File: src/rtl/bounded_count_sched_if.sv
// rtl/bounded_count_sched_if.sv - request/grant/counter bundle for the bounded count scheduler
interface bounded_count_sched_if #(
    parameter int N = 4,
    parameter int W = 11
);
    logic [N-1:0]   req;
    logic [N*W-1:0] limit;
    logic [N-1:0]   gnt;
    logic [N-1:0]   done;
    logic           busy;
    logic [W-1:0]   c;
    logic           clamp;

    modport master (
        output req, limit,
        input  gnt, done, busy, c, clamp
    );

    modport slave (
        input  req, limit,
        output gnt, done, busy, c, clamp
    );
endinterface

File: src/rtl/bounded_count_sched.sv
// rtl/bounded_count_sched.sv - round-robin scheduler sharing one saturating counter; optional CNT_ABORT_EN
module bounded_count_sched #(
    parameter int N   = 4,
    parameter int W   = 11,
    parameter int CAP = 200
) (
    input  logic                  clk,
    input  logic                  rst,
    bounded_count_sched_if.slave  bus
);
    localparam int IW = (N > 1) ? $clog2(N) : 1;

    typedef enum logic [1:0] {IDLE, COUNT, DONE} state_t;

    state_t         state_q, state_d;
    logic [N-1:0]   gnt_q, gnt_d;
    logic [N-1:0]   done_q, done_d;
    logic           busy_q, busy_d;
    logic [W-1:0]   c_q, c_d;
    logic           clamp_q, clamp_d;
    logic [W-1:0]   lim_q, lim_d;
    logic [IW-1:0]  g_q, g_d;
    logic [IW-1:0]  rr_q, rr_d;

    logic           found;
    logic [IW-1:0]  pick;
    logic [W-1:0]   pick_limit;
    logic [IW-1:0]  g_next;
    logic [N-1:0]   g_onehot;
    logic [N-1:0]   pick_onehot;

    localparam logic [N-1:0] ONE = {{(N-1){1'b0}}, 1'b1};
    localparam logic [W-1:0] CAP_W = W'(CAP);

    // Round-robin pick: first set request at or above the pointer, wrapping at N
    always_comb begin
        found = 1'b0;
        pick  = '0;
        for (int k = 0; k < N; k++) begin
            if (!found && bus.req[IW'((int'(rr_q) + k) % N)]) begin
                found = 1'b1;
                pick  = IW'((int'(rr_q) + k) % N);
            end
        end
    end

    assign pick_limit  = bus.limit[int'(pick)*W +: W];
    assign pick_onehot = ONE << pick;
    assign g_onehot    = ONE << g_q;
    assign g_next      = IW'((int'(g_q) + 1) % N);

    // Next-state and datapath sequencing for the counting window
    always_comb begin
        state_d = state_q;
        gnt_d   = gnt_q;
        done_d  = done_q;
        busy_d  = busy_q;
        c_d     = c_q;
        clamp_d = clamp_q;
        lim_d   = lim_q;
        g_d     = g_q;
        rr_d    = rr_q;
        unique case (state_q)
            IDLE: begin
                if (found) begin
                    g_d     = pick;
                    lim_d   = (pick_limit > CAP_W) ? CAP_W : pick_limit;
                    clamp_d = (pick_limit > CAP_W);
                    gnt_d   = pick_onehot;
                    c_d     = '0;
                    busy_d  = 1'b1;
                    state_d = COUNT;
                end
            end
            COUNT: begin
`ifdef CNT_ABORT_EN
                if (!bus.req[g_q]) begin
                    // Owner withdrew: release without a done pulse, counter keeps its value
                    gnt_d   = '0;
                    busy_d  = 1'b0;
                    rr_d    = g_next;
                    state_d = IDLE;
                end else if (c_q != lim_q) begin
                    c_d = c_q + 1'b1;
                end else begin
                    gnt_d   = '0;
                    done_d  = g_onehot;
                    state_d = DONE;
                end
`else
                if (c_q != lim_q) begin
                    c_d = c_q + 1'b1;
                end else begin
                    gnt_d   = '0;
                    done_d  = g_onehot;
                    state_d = DONE;
                end
`endif
            end
            DONE: begin
                done_d  = '0;
                busy_d  = 1'b0;
                rr_d    = g_next;
                state_d = IDLE;
            end
            default: state_d = IDLE;
        endcase
    end

    // State and datapath registers, cleared immediately by reset
    always_ff @(posedge clk or posedge rst) begin
        if (rst) begin
            state_q <= IDLE;
            gnt_q   <= '0;
            done_q  <= '0;
            busy_q  <= 1'b0;
            c_q     <= '0;
            clamp_q <= 1'b0;
            lim_q   <= '0;
            g_q     <= '0;
            rr_q    <= '0;
        end else begin
            state_q <= state_d;
            gnt_q   <= gnt_d;
            done_q  <= done_d;
            busy_q  <= busy_d;
            c_q     <= c_d;
            clamp_q <= clamp_d;
            lim_q   <= lim_d;
            g_q     <= g_d;
            rr_q    <= rr_d;
        end
    end

    assign bus.gnt   = gnt_q;
    assign bus.done  = done_q;
    assign bus.busy  = busy_q;
    assign bus.c     = c_q;
    assign bus.clamp = clamp_q;
endmodule

File: src/flat_wrapper.sv
// flat-port wrapper written by rule: the top's interface ports become plain ports
module bounded_count_sched_flat 
#(
    parameter int N   = 4,
    parameter int W   = 11,
    parameter int CAP = 200
)
  (clk, rst, bus_req, bus_limit, bus_gnt, bus_done, bus_busy, bus_c, bus_clamp);
  bounded_count_sched_if #(.N(N), .W(W)) bus_i ();
  input  logic clk;
  input  logic rst;
  input wire logic [$bits(bus_i.req)-1:0] bus_req;
  input wire logic [$bits(bus_i.limit)-1:0] bus_limit;
  output wire logic [$bits(bus_i.gnt)-1:0] bus_gnt;
  output wire logic [$bits(bus_i.done)-1:0] bus_done;
  output wire logic [$bits(bus_i.busy)-1:0] bus_busy;
  output wire logic [$bits(bus_i.c)-1:0] bus_c;
  output wire logic [$bits(bus_i.clamp)-1:0] bus_clamp;
  assign bus_i.req = bus_req;
  assign bus_i.limit = bus_limit;
  assign bus_gnt = bus_i.gnt;
  assign bus_done = bus_i.done;
  assign bus_busy = bus_i.busy;
  assign bus_c = bus_i.c;
  assign bus_clamp = bus_i.clamp;
  bounded_count_sched #(.N(N), .W(W), .CAP(CAP)) u_core (.clk(clk), .rst(rst), .bus(bus_i));
endmodule
File: config.mk
export PLATFORM = sky130hd
export DESIGN_NAME = bounded_count_sched_flat
export DESIGN_NICKNAME = d
export VERILOG_FILES = /design/src/rtl/bounded_count_sched_if.sv /design/src/rtl/bounded_count_sched.sv /design/src/flat_wrapper.sv
export SDC_FILE = /design/constraint.sdc
export NUM_CORES = 1
export LEC_CHECK = 0
export ABC_AREA = 1
export CAP_MARGIN = 20
export CORE_MARGIN = 10
export CORE_UTILIZATION = 23
export CTS_CLUSTER_DIAMETER = 150
export DETAILED_ROUTE_END_ITERATION = 16
export HOLD_SLACK_MARGIN = 0.03
export PLACE_DENSITY = 0.52
export SLEW_MARGIN = 25
export SYNTH_ARGS = -nofsm -noshare
export SYNTH_HDL_FRONTEND = slang
export SYNTH_SLANG_ARGS = --single-unit
File: constraint.sdc
create_clock -name clk -period 2.4 [get_ports clk]
set_input_delay 0.48 -clock clk [delete_from_list [all_inputs] [get_ports clk]]
set_output_delay 0.48 -clock clk [all_outputs]
set_load 0.01 [all_outputs]
Yosys cells after proc, flatten, opt, wreduce, memory -nomap -nowiden:

Cells that the tools add are included.

* register bits: 38
* latch bits: 0
* memory bits (writable): 0
* bits in read-only memories: 0
* input bits: 50
* logic and storage cells: 79
* memories kept: 0

* $add $sub $neg: 5
* multipliers: 1
* divide/modulo/power cells: 0
* order comparisons: 5
* eq/ne operators: 6
* shift operators: 3
* mux-type cells: 34
* bitwise logic cells: 0
* reductions and logical operators: 16

Operators with widths (number)
* indexed part select 44 x 32 -> 11 bit: 1
* 2-to-1 mux 11 bit: 3
* one-hot mux 11 bit (2 select lines): 1
* < comparator 2 x 4 -> 1 bit, second input constant: 4
* one-hot mux 4 bit (2 select lines): 2
* 2-to-1 mux 1 bit: 13
* 2-to-1 mux 2 bit: 6
* 2-to-1 mux 4 bit: 3
* adder 11 x 1 -> 11 bit, second input constant: 1
* greater-than comparator 11 x 8 -> 1 bit, second input constant: 1
* != test 11 bit: 1
* binary-select mux 1 bit (select 2 bit): 4
* AND reduction 2 bit: 4
* left shift 1 x 2 -> 4 bit, first input constant: 2
* multiplier 2 x 4 -> 6 bit, second input constant: 1
* AND reduction 3 bit: 2
* nonzero test 2 bit: 3
* adder 2 x 1 -> 2 bit, second input constant: 2
* adder 2 bit, second input constant: 2
* != test 2 x 1 -> 1 bit, second input constant: 2
* one-hot mux 2 bit (2 select lines): 1
* logical AND 1 bit: 3
* zero test 1 bit: 3
* equality test 2 x 1 -> 1 bit, second input constant: 1
* other kinds (4): 4

Depth between registers and ports, before layout:

Gate-level depths: netlist of the first run.

* word-level depth: 17
* mapped depth: 22

Least setup slack after synthesis of the first run:

No wires, ideal clock.

* path type: register to register
* start point: register u_core.rr_q[0]
* end point: register u_core.lim_q[3]
* setup time: 113 ps
* arrival: 1973 ps
* slack: 314 ps
* cell stages (with the launch flop): 19
* buffers on the path: 2
* clock period less this slack: 2086 ps
* cell sequence: dfrtp_1 buf_6 inv_6 nand2_2 nand3_2 nand2_2 nor2_8 nand3_1 nand3_2 nand2_4 inv_4 buf_6 nor2_1 o31ai_2 o211ai_1 nor2_2 nand3_1 nand2_1 inv_1

* longest elaborated chain between the ends: 17
* elaborated cells on any way between the ends: 34
* those cells by class: add/sub: 3; mul: 1; order compare: 1; shift: 1; mux: 21; reduce/logical: 7

Ends and longest elaborated chain
* start, declared: RTL line bounded_count_sched.sv:23 `logic [IW-1:0] rr_q, rr_d;`
* start signal, assigned: RTL line bounded_count_sched.sv:131 `rr_q <= rr_d;`
* parallel branches: the longest is 17 deep, another holds adder 2 x 1 -> 2 bit
* end signal, assigned: RTL line bounded_count_sched.sv:129 `lim_q <= lim_d;`
* end, declared: RTL line bounded_count_sched.sv:21 `logic [W-1:0] lim_q, lim_d;`

Parallel ways; which one is timed is not known. The select of a mux whose other input is x is not followed.
A chain may end at the register's enable or synchronous reset.

Worst setup path after layout of the first run:

* start point: register u_core.rr_q[0]
* end point: register u_core.lim_q[6]

Same word-level chain as after synthesis.

==> impl_metrics.ini, run 1 <==
[run_status]
status = finished, final reports clean

[logic_synthesis]
synth_cells = 389
ys.warnings.count = 0
synth_top_flop_cell = dfrtp_1
synth.top_cell.area_share_pct = 34.9
synthMuxAreaShare_pct = 0
synth_cell_types = 39
syn-num-nets = 444
synth_area_leaders = dfrtp_1 (35%), nand2_1 (19%), inv_1 (5.9%)
seq_area_frac_synth_pct = 34.9
yosysMostFrequentCell = nand2_1
synth_xor_xnor_area_share_pct = 2.89
syn_area_sq_um = 2720
synthTopCellsByCount = nand2_1 (138), inv_1 (43), dfrtp_1 (38)
postSynthAreaPerCell_sq_um = 7.00
synth-compound-area-share_pct = 7.81
ys_async_sr_fraction_pct = 100
synth_top_area_cell = dfrtp_1
post_synth_fa_ha_maj_area_fraction_pct = 2.30
yosys.area_share.simple_pct = 41.8
synth_edf_count = 0
synth_top_family_by_area = simple AND/OR/NAND/NOR gates
ys_ff_latch = 38

[route]
vias = 2806
drc = 0
viasPerCell = 4.37
wirelength_microns = 8200
drtPass1Iterations = 4
drtAntennaViolNets = 0
drt-initial-drc-count = 133
wl_per_cell_microns = 12.8

[clocking]
cts_tree = yes
path_clk_slew_ns = 0.06
cts-buffers-inserted = 5
clock-root-buffer = clkbuf_16
cts_sinks = 38
clk_latency_ns = 0.28
cts_max_level = 2
clock_path_buffers = 2

[timing]
maxSlewHeadroom_pct = 67.1
rsz0062_at_grt = true
max_freq_mhz = 419
drv_slew = 0
finalSetupViolCount = 0
fin_worst_hold_slack_ns = 0.486
fin_crit_sh_pct = 99.5
clock_skew_ns = 0.00483
fin_tns_setup_ns = 0
tightest_slew_ns = 0.493
hold_viol_final = 0
fin_crit_ns = 2.39

[setup_path]
cp-start-kind = flip-flop
cp.arrival_ns = 2.56
r2r_start = u_core.rr_q[0]
ff2ff_setup_slack_ns = 0.01
critical_path_class = reg -> reg
endpoint_kind = flip-flop
cp.required_ns = 2.57
crit_fanout = 8
worst_r2r_endpoint = u_core.lim_q[6]
rr_worst_depth = 21

[power]
p_switching_mw = 1.41
share_comb_of_total_power_pct = 54.5
p_clk_share_pct = 17.6
power_mw = 3.70
seq_power_share_pct = 27.9
p_per_area_nw_per_um2 = 890
leakagePower_nw = 2.00
p_int_mw = 2.28
ir_drop_uv = 321
switching_share_pct = 38.2

[cells_and_area]
nets = 553
antennaDiodeCount = 0
drive_above_1_share_pct = 22.8
final_cells = 642
fin_util_pct = 36.1
syn_to_final_growth_pct = 52.5

[place]
dp.cells = 625
place.port_buffers = 70
hpwlAfterDp_microns = 6410
place_congestion = 0.825

[grt]
grt_overflow_total = 0
first_global_vias = 2845
gr-usage-all-layers_pct = 9.73
grt_pass1_wl_microns = 13500
grt_max_degree = 39
antenna_found_initial = 0

[die]
rows = 39
coreArea_sq_um = 11500
die_h_microns = 129
initial_utilization_pct = 23.7
boundaryPins = 71
die-area_sq_um = 16600
die_w_microns = 129

[min_path]
holdPathEnd = u_core.bus.busy
whs_path_depth = 2
min_from = u_core.bus.busy
hp-class = reg -> reg

[flow_run]
maxCapViolCount = 0
## kinds of logic after synthesis
| group | Yosys count |
|---|---|
| AOI/OAI and AO/OA | 37 |
| adders and majority gates | 5 |
| and+or+nand+nor | 240 |
| buffers and inverters | 60 |
| xor gates and xnor gates | 9 |
| DFF | 38 |
## critical path, cell delays in order (launching register included)
cell,delay (ns)
dfrtp_2,0.48
buf_6,0.16
nand2_2,0.07
nand2_4,0.06
nand2_2,0.08
nand2_4,0.07
nor2_8,0.13
nand3_4,0.09
nand3_4,0.11
buf_12,0.13
buf_12,0.11
nand2_1,0.04
nand2_1,0.07
nand2_1,0.06
nand2_1,0.07
inv_2,0.05
nor2_2,0.11
nand3_2,0.10
nand2_4,0.12
nand3_2,0.08
nand2_1,0.07
inv_1,0.03
## metrics by stage
step                      area (sq um)  setup slack (ns)
after global placement            3790            -0.264
after CTS                         4020            0.0376
after detailed placement          3790            -0.330
after global routing              4160            -0.127
after floorplan                   2720             0.314
final                             4160            0.0127
## sequential cells by signal, indices dropped and copies added, names as in the netlist
name,cells
u_core.bus.busy,1
u_core.bus.c,11
u_core.bus.clamp,1
u_core.bus.done,4
u_core.bus.gnt,4
u_core.g_q,2
u_core.lim_q,11
u_core.rr_q,2
u_core.state_q,2
## timing repair
| action | in CTS | in global routing |
|---|---|---|
| hold buffers | 0 | 0 |
| gates resized for setup | 13 | 25 |
| buffers inserted | 3 | 4 |
| pin swaps | 8 | 20 |
| setup endpoints to repair | 4 | 9 |
| gates cloned | 1 | 1 |
## area by class of cell
class | count | area [sq um]
inverter | 48 | 190
tap | 143 | 179
clock inverter | 1 | 5.00
clock buffer | 7 | 143
timing repair buffer | 114 | 1100
multi-input combinational | 291 | 1590
fill | 1234 | 7360
sequential | 38 | 953
## placed cells by master (no fill, tap or decap), drive strengths merged
| cell type | count |
|---|---|
| nor2 | 23 |
| xor2 | 5 |
| xnor2 | 4 |
| dlygate4sd2 | 4 |
| a31o | 1 |
| nand3 | 30 |
| o31ai | 2 |
| nor3b | 2 |
| bufbuf | 1 |
| nor3 | 6 |
| nand3b | 1 |
| o211ai | 1 |
| a311oi | 1 |
| dfrtp | 38 |
| a21oi | 14 |
| nor4 | 1 |
| or2 | 6 |
| clkbuf | 8 |
| buf | 42 |
| clkdlybuf4s50 | 66 |
| inv | 48 |
| clkinv | 1 |
| nand2 | 156 |
| nand4 | 15 |
| ha | 5 |
| o21ai | 18 |
## layer usage
metal | wire (microns) | share of wire [%] | GRT usage, % | vias up
met5 | 0 | 0 | 0 | -
met4 | 58 | 0.71 | 1.94 | 0
met3 | 564 | 6.9 | 3.20 | 4
met2 | 3770 | 46 | 16.0 | 63
met1 | 3800 | 46 | 12.2 | 1283
li1 | - | - | - | 1456
## worst max-delay path by stage
stage | cells past startpoint | slack (ns) | start | end
3_5_place_dp | 21 | -0.33 | bus_req[1] | u_core.lim_q[3]
2_1_floorplan | 18 | 0.31 | u_core.rr_q[0] | u_core.lim_q[3]
5_1_grt | 21 | -0.13 | u_core.rr_q[0] | u_core.lim_q[6]
6_report | 21 | 0.01 | u_core.rr_q[0] | u_core.lim_q[6]
3_3_place_gp | 21 | -0.26 | bus_req[1] | u_core.lim_q[3]
4_1_cts | 21 | 0.04 | u_core.rr_q[0] | u_core.lim_q[3]
## power groups by stage
stage | clock network, mW | registers (mW) | logic (mW)
2_1_floorplan | 0 | 1.05 | 1.03
3_3_place_gp | 0 | 1.04 | 1.78
3_5_place_dp | 0 | 1.05 | 1.80
4_1_cts | 0.672 | 1.04 | 1.91
5_1_grt | 0.698 | 1.07 | 2.25
6_report | 0.650 | 1.03 | 2.01
Note: power is estimated with default switching activity, not from simulation.
==> run 2: changes to the inputs <==
--- a/config.mk
+++ b/config.mk
@@ -13,7 +13,6 @@
 export DETAILED_ROUTE_END_ITERATION = 16
 export HOLD_SLACK_MARGIN = 0.03
 export PLACE_DENSITY = 0.52
-export SLEW_MARGIN = 25
 export SYNTH_ARGS = -nofsm -noshare
 export SYNTH_HDL_FRONTEND = slang
 export SYNTH_SLANG_ARGS = --single-unit
==> results of run 2 <==
The final DEF is identical to that of run 1; final timing and power are the same.
